<file path="config.mk">
export PLATFORM = sky130hd
export DESIGN_NAME = rf_write_buffer
export DESIGN_NICKNAME = d
export VERILOG_FILES = /design/src/rtl/rf_write_buffer_pkg.sv /design/src/rtl/rf_write_buffer_fifo.sv /design/src/rtl/rf_write_buffer.sv
export SDC_FILE = /design/constraint.sdc
export NUM_CORES = 1
export LEC_CHECK = 0
export CORE_MARGIN = 10
export CORE_UTILIZATION = 58
export CTS_CLUSTER_SIZE = 10
export DETAILED_ROUTE_END_ITERATION = 7
export GPL_ROUTABILITY_DRIVEN = 0
export HOLD_SLACK_MARGIN = 0.08
export PLACE_DENSITY = 0.87
export SLEW_MARGIN = 40
export SYNTH_ARGS = -nofsm -noshare
export SYNTH_HDL_FRONTEND = slang
export SYNTH_SLANG_ARGS = --single-unit
</file>
<file path="constraint.sdc">
create_clock -name clk -period 9.51 [get_ports clk]
set_input_delay 2.3775 -clock clk [delete_from_list [all_inputs] [get_ports clk]]
set_output_delay 2.3775 -clock clk [all_outputs]
set_load 0.005 [all_outputs]
</file>
<file path="src/rtl/rf_write_buffer_pkg.sv">
// Shared register-file definitions and write-buffer queue operation encoding.
package rf_write_buffer_pkg;

  localparam int unsigned RF_DW       = 32;
  localparam int unsigned RF_AW       = 5;
  localparam int unsigned RF_NUM_REGS = 32;
  localparam logic [RF_AW-1:0] RF_REG_ZERO = '0;

  // Queue operation requested in a cycle, encoded as {push, pop}
  typedef enum logic [1:0] {
    FIFO_IDLE = 2'b00,
    FIFO_POP  = 2'b01,
    FIFO_PUSH = 2'b10,
    FIFO_BOTH = 2'b11
  } fifo_op_e;

  function automatic fifo_op_e fifo_op(input logic push, input logic pop);
    return fifo_op_e'({push, pop});
  endfunction

endpackage

</file>
<file path="src/rtl/rf_write_buffer_fifo.sv">
// Pending-write queue: {rd, data} entries, head/tail pointers, occupancy count.
// The whole entry array is exposed flat so the top level can scan it.
module wb_entry_fifo
  import rf_write_buffer_pkg::*;
#(
  parameter int unsigned DEPTH = 4,
  parameter int unsigned DW    = RF_DW,
  parameter int unsigned AW    = RF_AW,
  localparam int unsigned PW   = $clog2(DEPTH),
  localparam int unsigned CW   = $clog2(DEPTH + 1)
) (
  input  logic                clk,
  input  logic                reset,
  input  logic                push,
  input  logic                pop,
  input  logic [AW-1:0]       push_rd,
  input  logic [DW-1:0]       push_data,
  output logic [AW-1:0]       head_rd,
  output logic [DW-1:0]       head_data,
  output logic [PW-1:0]       head_ptr,
  output logic [CW-1:0]       count,
  output logic [DEPTH*AW-1:0] ent_rd,
  output logic [DEPTH*DW-1:0] ent_data
);

  logic [AW-1:0] rd_mem   [DEPTH];
  logic [DW-1:0] data_mem [DEPTH];
  logic [PW-1:0] head_q;
  logic [PW-1:0] tail_q;
  logic [CW-1:0] count_q;
  fifo_op_e      op;

  assign op = fifo_op(push, pop);

  // Pointer and occupancy update; pointers wrap naturally since DEPTH is a power of two
  always_ff @(posedge clk or negedge reset) begin
    if (!reset) begin
      head_q  <= '0;
      tail_q  <= '0;
      count_q <= '0;
    end else begin
      case (op)
        FIFO_PUSH: begin
          tail_q  <= tail_q + PW'(1);
          count_q <= count_q + CW'(1);
        end
        FIFO_POP: begin
          head_q  <= head_q + PW'(1);
          count_q <= count_q - CW'(1);
        end
        FIFO_BOTH: begin
          tail_q <= tail_q + PW'(1);
          head_q <= head_q + PW'(1);
        end
        default: ;
      endcase
    end
  end

  // Entry storage; contents are don't-care after reset so no reset is applied
  always_ff @(posedge clk) begin
    if (push) begin
      rd_mem[tail_q]   <= push_rd;
      data_mem[tail_q] <= push_data;
    end
  end

  for (genvar i = 0; i < DEPTH; i++) begin : g_flat
    assign ent_rd[i*AW +: AW]   = rd_mem[i];
    assign ent_data[i*DW +: DW] = data_mem[i];
  end

  assign head_rd   = rd_mem[head_q];
  assign head_data = data_mem[head_q];
  assign head_ptr  = head_q;
  assign count     = count_q;

endmodule

</file>
<file path="src/rtl/rf_write_buffer.sv">
// Writeback buffer in front of the register file write port: queues writes,
// drains one per cycle, and forwards pending values onto both read ports.
module rf_write_buffer
  import rf_write_buffer_pkg::*;
#(
  parameter int unsigned DEPTH = 4,
  parameter int unsigned DW    = RF_DW,
  parameter int unsigned AW    = RF_AW,
  localparam int unsigned PW   = $clog2(DEPTH),
  localparam int unsigned CW   = $clog2(DEPTH + 1)
) (
  input  logic          clk,
  input  logic          reset,
  input  logic          in_valid,
  output logic          in_ready,
  input  logic [AW-1:0] in_rd,
  input  logic [DW-1:0] in_data,
  input  logic          drain_en,
  output logic          rf_write,
  output logic [AW-1:0] rf_rd,
  output logic [DW-1:0] rf_data,
  input  logic [AW-1:0] rs,
  input  logic [AW-1:0] rt,
  input  logic [DW-1:0] rf_out0,
  input  logic [DW-1:0] rf_out1,
  output logic [DW-1:0] data_out0,
  output logic [DW-1:0] data_out1,
  output logic [CW-1:0] count
);

  logic                push;
  logic                pop;
  logic [PW-1:0]       head_ptr;
  logic [DEPTH*AW-1:0] ent_rd;
  logic [DEPTH*DW-1:0] ent_data;
  logic [DEPTH-1:0]    match0;
  logic [DEPTH-1:0]    match1;
  logic [DW-1:0]       age_data [DEPTH];

  // in_ready depends only on registered count, so a same-cycle pop never raises it
  assign in_ready = (count < CW'(DEPTH));
  // Writes to r0 complete the handshake but are dropped
  assign push     = in_valid & in_ready & (in_rd != AW'(RF_REG_ZERO));
  assign pop      = drain_en & (count != '0);
  assign rf_write = pop;

  wb_entry_fifo #(
    .DEPTH(DEPTH),
    .DW   (DW),
    .AW   (AW)
  ) u_fifo (
    .clk      (clk),
    .reset    (reset),
    .push     (push),
    .pop      (pop),
    .push_rd  (in_rd),
    .push_data(in_data),
    .head_rd  (rf_rd),
    .head_data(rf_data),
    .head_ptr (head_ptr),
    .count    (count),
    .ent_rd   (ent_rd),
    .ent_data (ent_data)
  );

  // Slot i holds the i-th oldest entry counted from head; higher i is younger
  for (genvar i = 0; i < DEPTH; i++) begin : g_scan
    logic [PW-1:0] idx;
    logic          live;
    logic [AW-1:0] e_rd;

    assign idx         = head_ptr + PW'(i);
    assign live        = (CW'(i) < count);
    assign e_rd        = ent_rd[idx*AW +: AW];
    assign age_data[i] = ent_data[idx*DW +: DW];
    assign match0[i]   = live & (e_rd == rs);
    assign match1[i]   = live & (e_rd == rt);
  end

  // Youngest matching pending entry overrides the register file; r0 always reads zero
  always_comb begin
    data_out0 = rf_out0;
    data_out1 = rf_out1;
    for (int unsigned i = 0; i < DEPTH; i++) begin
      if (match0[i]) data_out0 = age_data[i];
      if (match1[i]) data_out1 = age_data[i];
    end
    if (rs == AW'(RF_REG_ZERO)) data_out0 = '0;
    if (rt == AW'(RF_REG_ZERO)) data_out1 = '0;
  end

endmodule
</file>
Word level (Yosys, flattened, before mapping)
Memories as Yosys holds them, arrays and structs flattened.
Index checks and enable logic that the tools add are counted.
{ "word_totals": {"reg_bits": 7, "ramBits": 148, "input_bits": 115, "output_inout_bits": 106, "word_cells": 70, "memories": 2} }
{ "classes": {"addsub": 6, "n_mul": 4, "magnitude_cmp": 5, "n_eq_ne": 11, "n_shift": 8, "muxes": 13, "bitwise_logic": 11, "n_reduce_logical": 7} }
{ "mem_list": {"columns": ["name", "words", "width", "read_ports", "rd_clocked_by_memory_dff", "wr", "line_no", "source"], "rows": [
  ["u_fifo.data_mem", 4, 32, 5, 0, 1, "rf_write_buffer_fifo.sv:27", "logic [DW-1:0] data_mem [DEPTH];"],
  ["u_fifo.rd_mem", 4, 5, 5, 0, 1, "rf_write_buffer_fifo.sv:26", "logic [AW-1:0] rd_mem [DEPTH];"]
]} }
{ "op_table": {"columns": ["operator", "n"], "rows": [
  ["variable part select 128 x 8 -> 32 bit", 4],
  ["2-to-1 mux 32 bit", 10],
  ["variable part select 20 x 6 -> 5 bit", 4],
  ["== test 5 bit", 8],
  ["multiplier 2 x 3 -> 5 bit (second input constant)", 4],
  ["bitwise AND 1 bit", 11],
  ["logical NOT 5 bit", 2],
  ["less-than comparator 1 x 3 -> 1 bit (first input constant)", 2],
  ["less-than comparator 2 x 3 -> 1 bit (first input constant)", 2],
  ["case mux 3 bit (2 select lines)", 1],
  ["nonzero test 5 bit", 1],
  ["adder 2 x 1 -> 2 bit (second input constant)", 2],
  ["adder 2 bit (second input constant)", 2],
  ["== test 2 bit (second input constant)", 2],
  ["OR reduction 2 bit", 2],
  ["adder 3 x 1 -> 3 bit (second input constant)", 1],
  ["less-than comparator 3 bit (second input constant)", 1],
  ["nonzero test 3 bit", 1],
  ["subtractor 3 x 1 -> 3 bit (second input constant)", 1],
  ["== test 2 x 1 -> 1 bit (second input constant)", 1],
  ["2-to-1 mux 1 bit", 2],
  ["nonzero test 2 bit", 1]
]} }

Logic depth before layout (Yosys ltp)
{ "logic_depth": {"word_depth": 9, "mapped_depth": 11, "mapped_depth_nobuf": 9} }

Cells and area by module
From an unflattened synthesis, not the netlist that was laid out.
{ "hier_totals": {"cells_unflattened": 1315, "hier_area_um2": 13416.6} }
{ "by_module_without_submodules": {"columns": ["module", "n_inst", "cells_each", "area_each_um2", "seq_area_each_um2"], "rows": [
  ["rf_write_buffer", 1, 1084, 7647.3, 0.0],
  ["wb_entry_fifo", 1, 231, 5769.3, 4619.4]
]} }

Least setup slack after synthesis
Ideal clock, no wire load.
{ "synth_timing": {"kind": "input port to output port", "start": "input rs[1]", "end": "output data_out0[11]", "t_arrival_ns": 3.892, "required_time_ns": 7.133, "path_slack_ns": 3.241, "cell_stages": 7, "n_path_buf": 2, "cell_sequence": "clkbuf_1 > xnor2_1 > nand4_1 > nor3_1 > clkbuf_1 > a311oi_1 > o221a_1"} }
{ "synth_via": {"elab_chain_len": 7, "word_cells_on_any_way": 14, "classes_between": "4 x eq/ne; 5 x mux; 4 x bitwise; 1 x reduce/logical"} }
{ "synth_lines": {"columns": ["item", "line_no", "source"], "rows": [
  ["start: declaration", "rf_write_buffer.sv:22", "input logic [AW-1:0] rs,"],
  ["== test 5 bit", "rf_write_buffer.sv:76", "assign match0[i] = live & (e_rd == rs);"],
  ["bitwise AND 1 bit", "rf_write_buffer.sv:76", null],
  ["2-to-1 mux 32 bit (4 in a row)", "rf_write_buffer.sv:85", "if (match0[i]) data_out0 = age_data[i];"],
  ["2-to-1 mux 32 bit *", "rf_write_buffer.sv:88", "if (rs == AW'(RF_REG_ZERO)) data_out0 = '0;"],
  ["end: declaration", "rf_write_buffer.sv:26", "output logic [DW-1:0] data_out0,"]
]} }
Every way passes the cells marked *; elsewhere a longest branch is shown, timed or not.

Worst setup path in the final report
{ "layout_timing": {"start": "input rs[2]", "end": "output data_out0[0]"} }
The elaborated chain is that of the path after synthesis.

==> reports/results.tsv <==
stage	metric	value	unit
global_routing	overflow	0	
sta	timing.final.crit_share	0.842	
place	dp.cells	1596	
clock_network	clock-sinks	155	
layout	drive_above_1_share	0.100	
worst_setup_path	cp-start-kind	input pin	
sta	hold_violations	0	
layout	postLayoutCellArea	14600	um2
floorplan	die_area	26300	um2
clock_network	cts_root_buffer	clkbuf_16	
clock_network	cts_resized	0	
power	power_frac_seq	0.210	
worst_setup_path	ff2ff_path_depth	5	
power	pwr-share-clk	0.146	
routing	vias_per_cell	7.08	
global_routing	antenna_found_initial	3	
clock_network	clk_pin_slew	0.07	ns
power	switching_share	0.454	
worst_setup_path	critPathRequiredTime	7.13	ns
floorplan	die_w	162	um
yosys	avgSynthCellArea	9.60	um2
status	status	complete, but fails checks	
worst_setup_path	crit-reg2reg-capture	u_fifo.head_ptr[0]$_DFFE_PN0P_	
clock_network	cts_tree	built	
sta	setup_viol	0	
floorplan	core_area	19700	um2
worst_hold_path	worstHoldPathType	reg -> reg	
yosys	synth_edf_count	148	
job	drv_cap	0	
yosys	synth_ff_type	edfxtp_1	
worst_setup_path	worstSetupEndpointType	output port	
sta	tightest_slew	0.926	ns
worst_setup_path	r2r_start	u_fifo.head_ptr[0]$_DFFE_PN0P_	
routing	drc_errors	1	
worst_setup_path	cp_cell_sequence	clkdlybuf4s50_1 -> xnor2_1 -> nand4_2 -> buf_4 -> or2_2 -> a311oi_1 -> o221a_1 -> clkdlybuf4s50_1	
yosys	synthArstFlopShare	0.0452	
layout	utilization	0.741	
worst_setup_path	arrival	5.63	ns
power	power_density	324	nW/um2
sta	rsz0062_at_grt	false	
yosys	synth_fp_nets	1348	
worst_setup_path	rrSetupSlack	6.59	ns
yosys	yosysSeqAreaShare	0.394	
yosys	netlist_area	11700	um2
routing	vias	11500	
worst_setup_path	crit_start	rs[2]	
clock_network	cts_hold_buffers	0	
yosys	ys_warn_count	0	
power	p_sw	2150	uW
clock_network	cts_setup_buffers	0	
worst_setup_path	crit_path_max_fanout	33	
global_routing	grt_max_degree	72	
layout	seqCellArea	4630	um2
clock_network	clk_latency	0.43	ns
routing	wl	40800	um
worst_hold_path	min_to	u_fifo.tail_q[0]$_DFFE_PN0P_	
yosys	ys_ff_latch	155	
place	io_buffer_count	220	
clock_network	cts_made_buffers	17	
clock_network	cts.path.max_buffers	2	
sta	tns	0	ns
yosys	syn_inst	1223	
worst_setup_path	critPathKind	in -> out	
floorplan	start_util	0.595	
routing	drtAntennaViolNets	0	
sta	slew_viol_final	0	
power	internal_power	2590	uW
place	hpwl	27000	um
floorplan	rows	51	
status	failed_checks	design-rule violations	
worst_hold_path	min-delay-start	u_fifo.tail_q[0]$_DFFE_PN0P_	
layout	final_cells	1631	
routing	wl_per_cell	25.0	um
worst_hold_path	hold-path-cell-count	1	
layout	nFillCells	1350	
sta	fin_crit	8.01	ns
power	ir_worst_vdd	0.000231	V
worst_setup_path	crit_path_max_incr_delay	0.80	ns
floorplan	die_h	162	um
global_routing	grt_first_pass_wirelength	61500	um
layout	syn_to_final_growth	24.5	%
routing	first_pass_iters	8	
sta	max_slew_margin	0.382	
worst_setup_path	slowest_stage	or2_2	
place	place_area	14000	um2
worst_setup_path	critPathTopFamily	buffers and inverters	
layout	multi_input_area	6530	um2
worst_setup_path	timing.critical_path.buf_inv	3	
sta	skew	0.0119	ns
sta	fmax	125	MHz
clock_network	htree_num_levels	4	
routing	drt_iter0_drc	1752	
worst_setup_path	worst_path_most_repeated_cell	clkdlybuf4s50_1	
yosys	yosysUniqueCellTypes	38	
global_routing	grt_usage	0.294	
power	comb_power_share	0.645	
power	p_leak	0.00480	uW
floorplan	ios	221	
layout	final_net_count	1476	
global_routing	grt_pass1_vias	11200	
## Yosys cell counts, drive strengths merged, types with 4 or more instances
cell | instances | area [um2]
a21oi | 95 | 475
a311oi | 64 | 573
edfxtp | 148 | 4440
nand3 | 66 | 330
o21ai | 164 | 821
clkbuf | 99 | 374
nor3 | 131 | 656
and2 | 35 | 219
ha | 10 | 125
mux4 | 19 | 435
xor2 | 9 | 78.8
dfrtp | 7 | 175
nor2 | 38 | 143
o221a | 64 | 721
nand4 | 6 | 50.0
mux2 | 34 | 383
nor2b | 31 | 194
xnor2 | 37 | 332
or2 | 4 | 25.0
inv | 9 | 33.8
mux2i | 70 | 701
nand2 | 36 | 135
buf | 39 | 256
## routing by layer
metal / part of all wire / track usage
met3: 0.14 / 0.0923
met1: 0.35 / 0.354
met4: 0.043 / 0.141
met2: 0.46 / 0.467
met5: 0.00032 / 0
## area by class of cell
type / instances / area share
multi-input cells: 921 / 0.447
flip-flops and latches: 155 / 0.317
repair buffers: 247 / 0.170
clock buffers: 18 / 0.0301
well taps: 265 / 0.0227
clock inverters: 14 / 0.0109
inverters: 9 / 0.00248
diodes: 2 / 0.000343
## metrics by stage
stage | power, uW | setup WS (ns) | hold slack (ns)
after floorplan | 2790 | 3.24 | 0.498
after global placement | 3810 | 1.65 | 0.518
after detailed placement | 3950 | 1.57 | 0.532
after CTS | 4650 | 1.54 | 0.546
after global routing | 4950 | 1.44 | 0.582
final | 4740 | 1.50 | 0.554
## logic make-up (layout without fill, tap and decap cells)
group	Yosys count	after routing	synth area share
AO/OA/AOI/OAI	388	388	0.221
AND/OR/NAND/NOR	354	354	0.153
flip-flops	155	155	0.394
buffers and inverters	147	288	0.0566
multiplexers	123	123	0.129
XOR/XNOR	46	46	0.0350
adder cells (fa/ha/maj)	10	10	0.0107
other	0	2	0
## layout by cell type, fill, tap and decap left out, types with 8 or more instances in the layout
cell type / count
xnor2_1: 36
mux2_2: 34
xor2_1: 9
mux4_2: 17
nor2b_1: 31
edfxtp_1: 148
nor2_1: 36
nand3_1: 64
o221a_1: 64
clkbuf_16: 17
o21ai_0: 159
a311oi_1: 62
and2_1: 31
inv_1: 8
nor3_1: 129
ha_1: 10
buf_4: 21
mux2i_1: 70
a21oi_1: 95
nand2_1: 35
clkdlybuf4s50_1: 220
## power by group through the flow
| stage | Sequential, uW | Combinational (uW) | Clock [uW] |
|---|---|---|---|
| floorplan | 912 | 1870 | 0 |
| global placement | 1020 | 2790 | 0 |
| detailed placement | 1000 | 2950 | 0 |
| CTS | 989 | 2980 | 687 |
| global route | 1010 | 3220 | 719 |
| finish | 994 | 3050 | 690 |
## state kept, by name (all words and copies together), names as in the netlist
name and cells:
u_fifo.data_mem 128, u_fifo.rd_mem 20, u_fifo.count 3, u_fifo.head_ptr 2
u_fifo.tail_q 2
## how the worst max path moves through the flow
stage	to	slack (ns)	cells past startpoint
2_1_floorplan	data_out0[11]	3.24	7
3_3_place_gp	data_out1[19]	1.65	8
3_5_place_dp	data_out1[19]	1.57	8
4_1_cts	data_out1[19]	1.54	8
5_1_grt	data_out0[4]	1.44	8
6_report	data_out0[0]	1.50	8
Power figures use the tool's default switching activity.
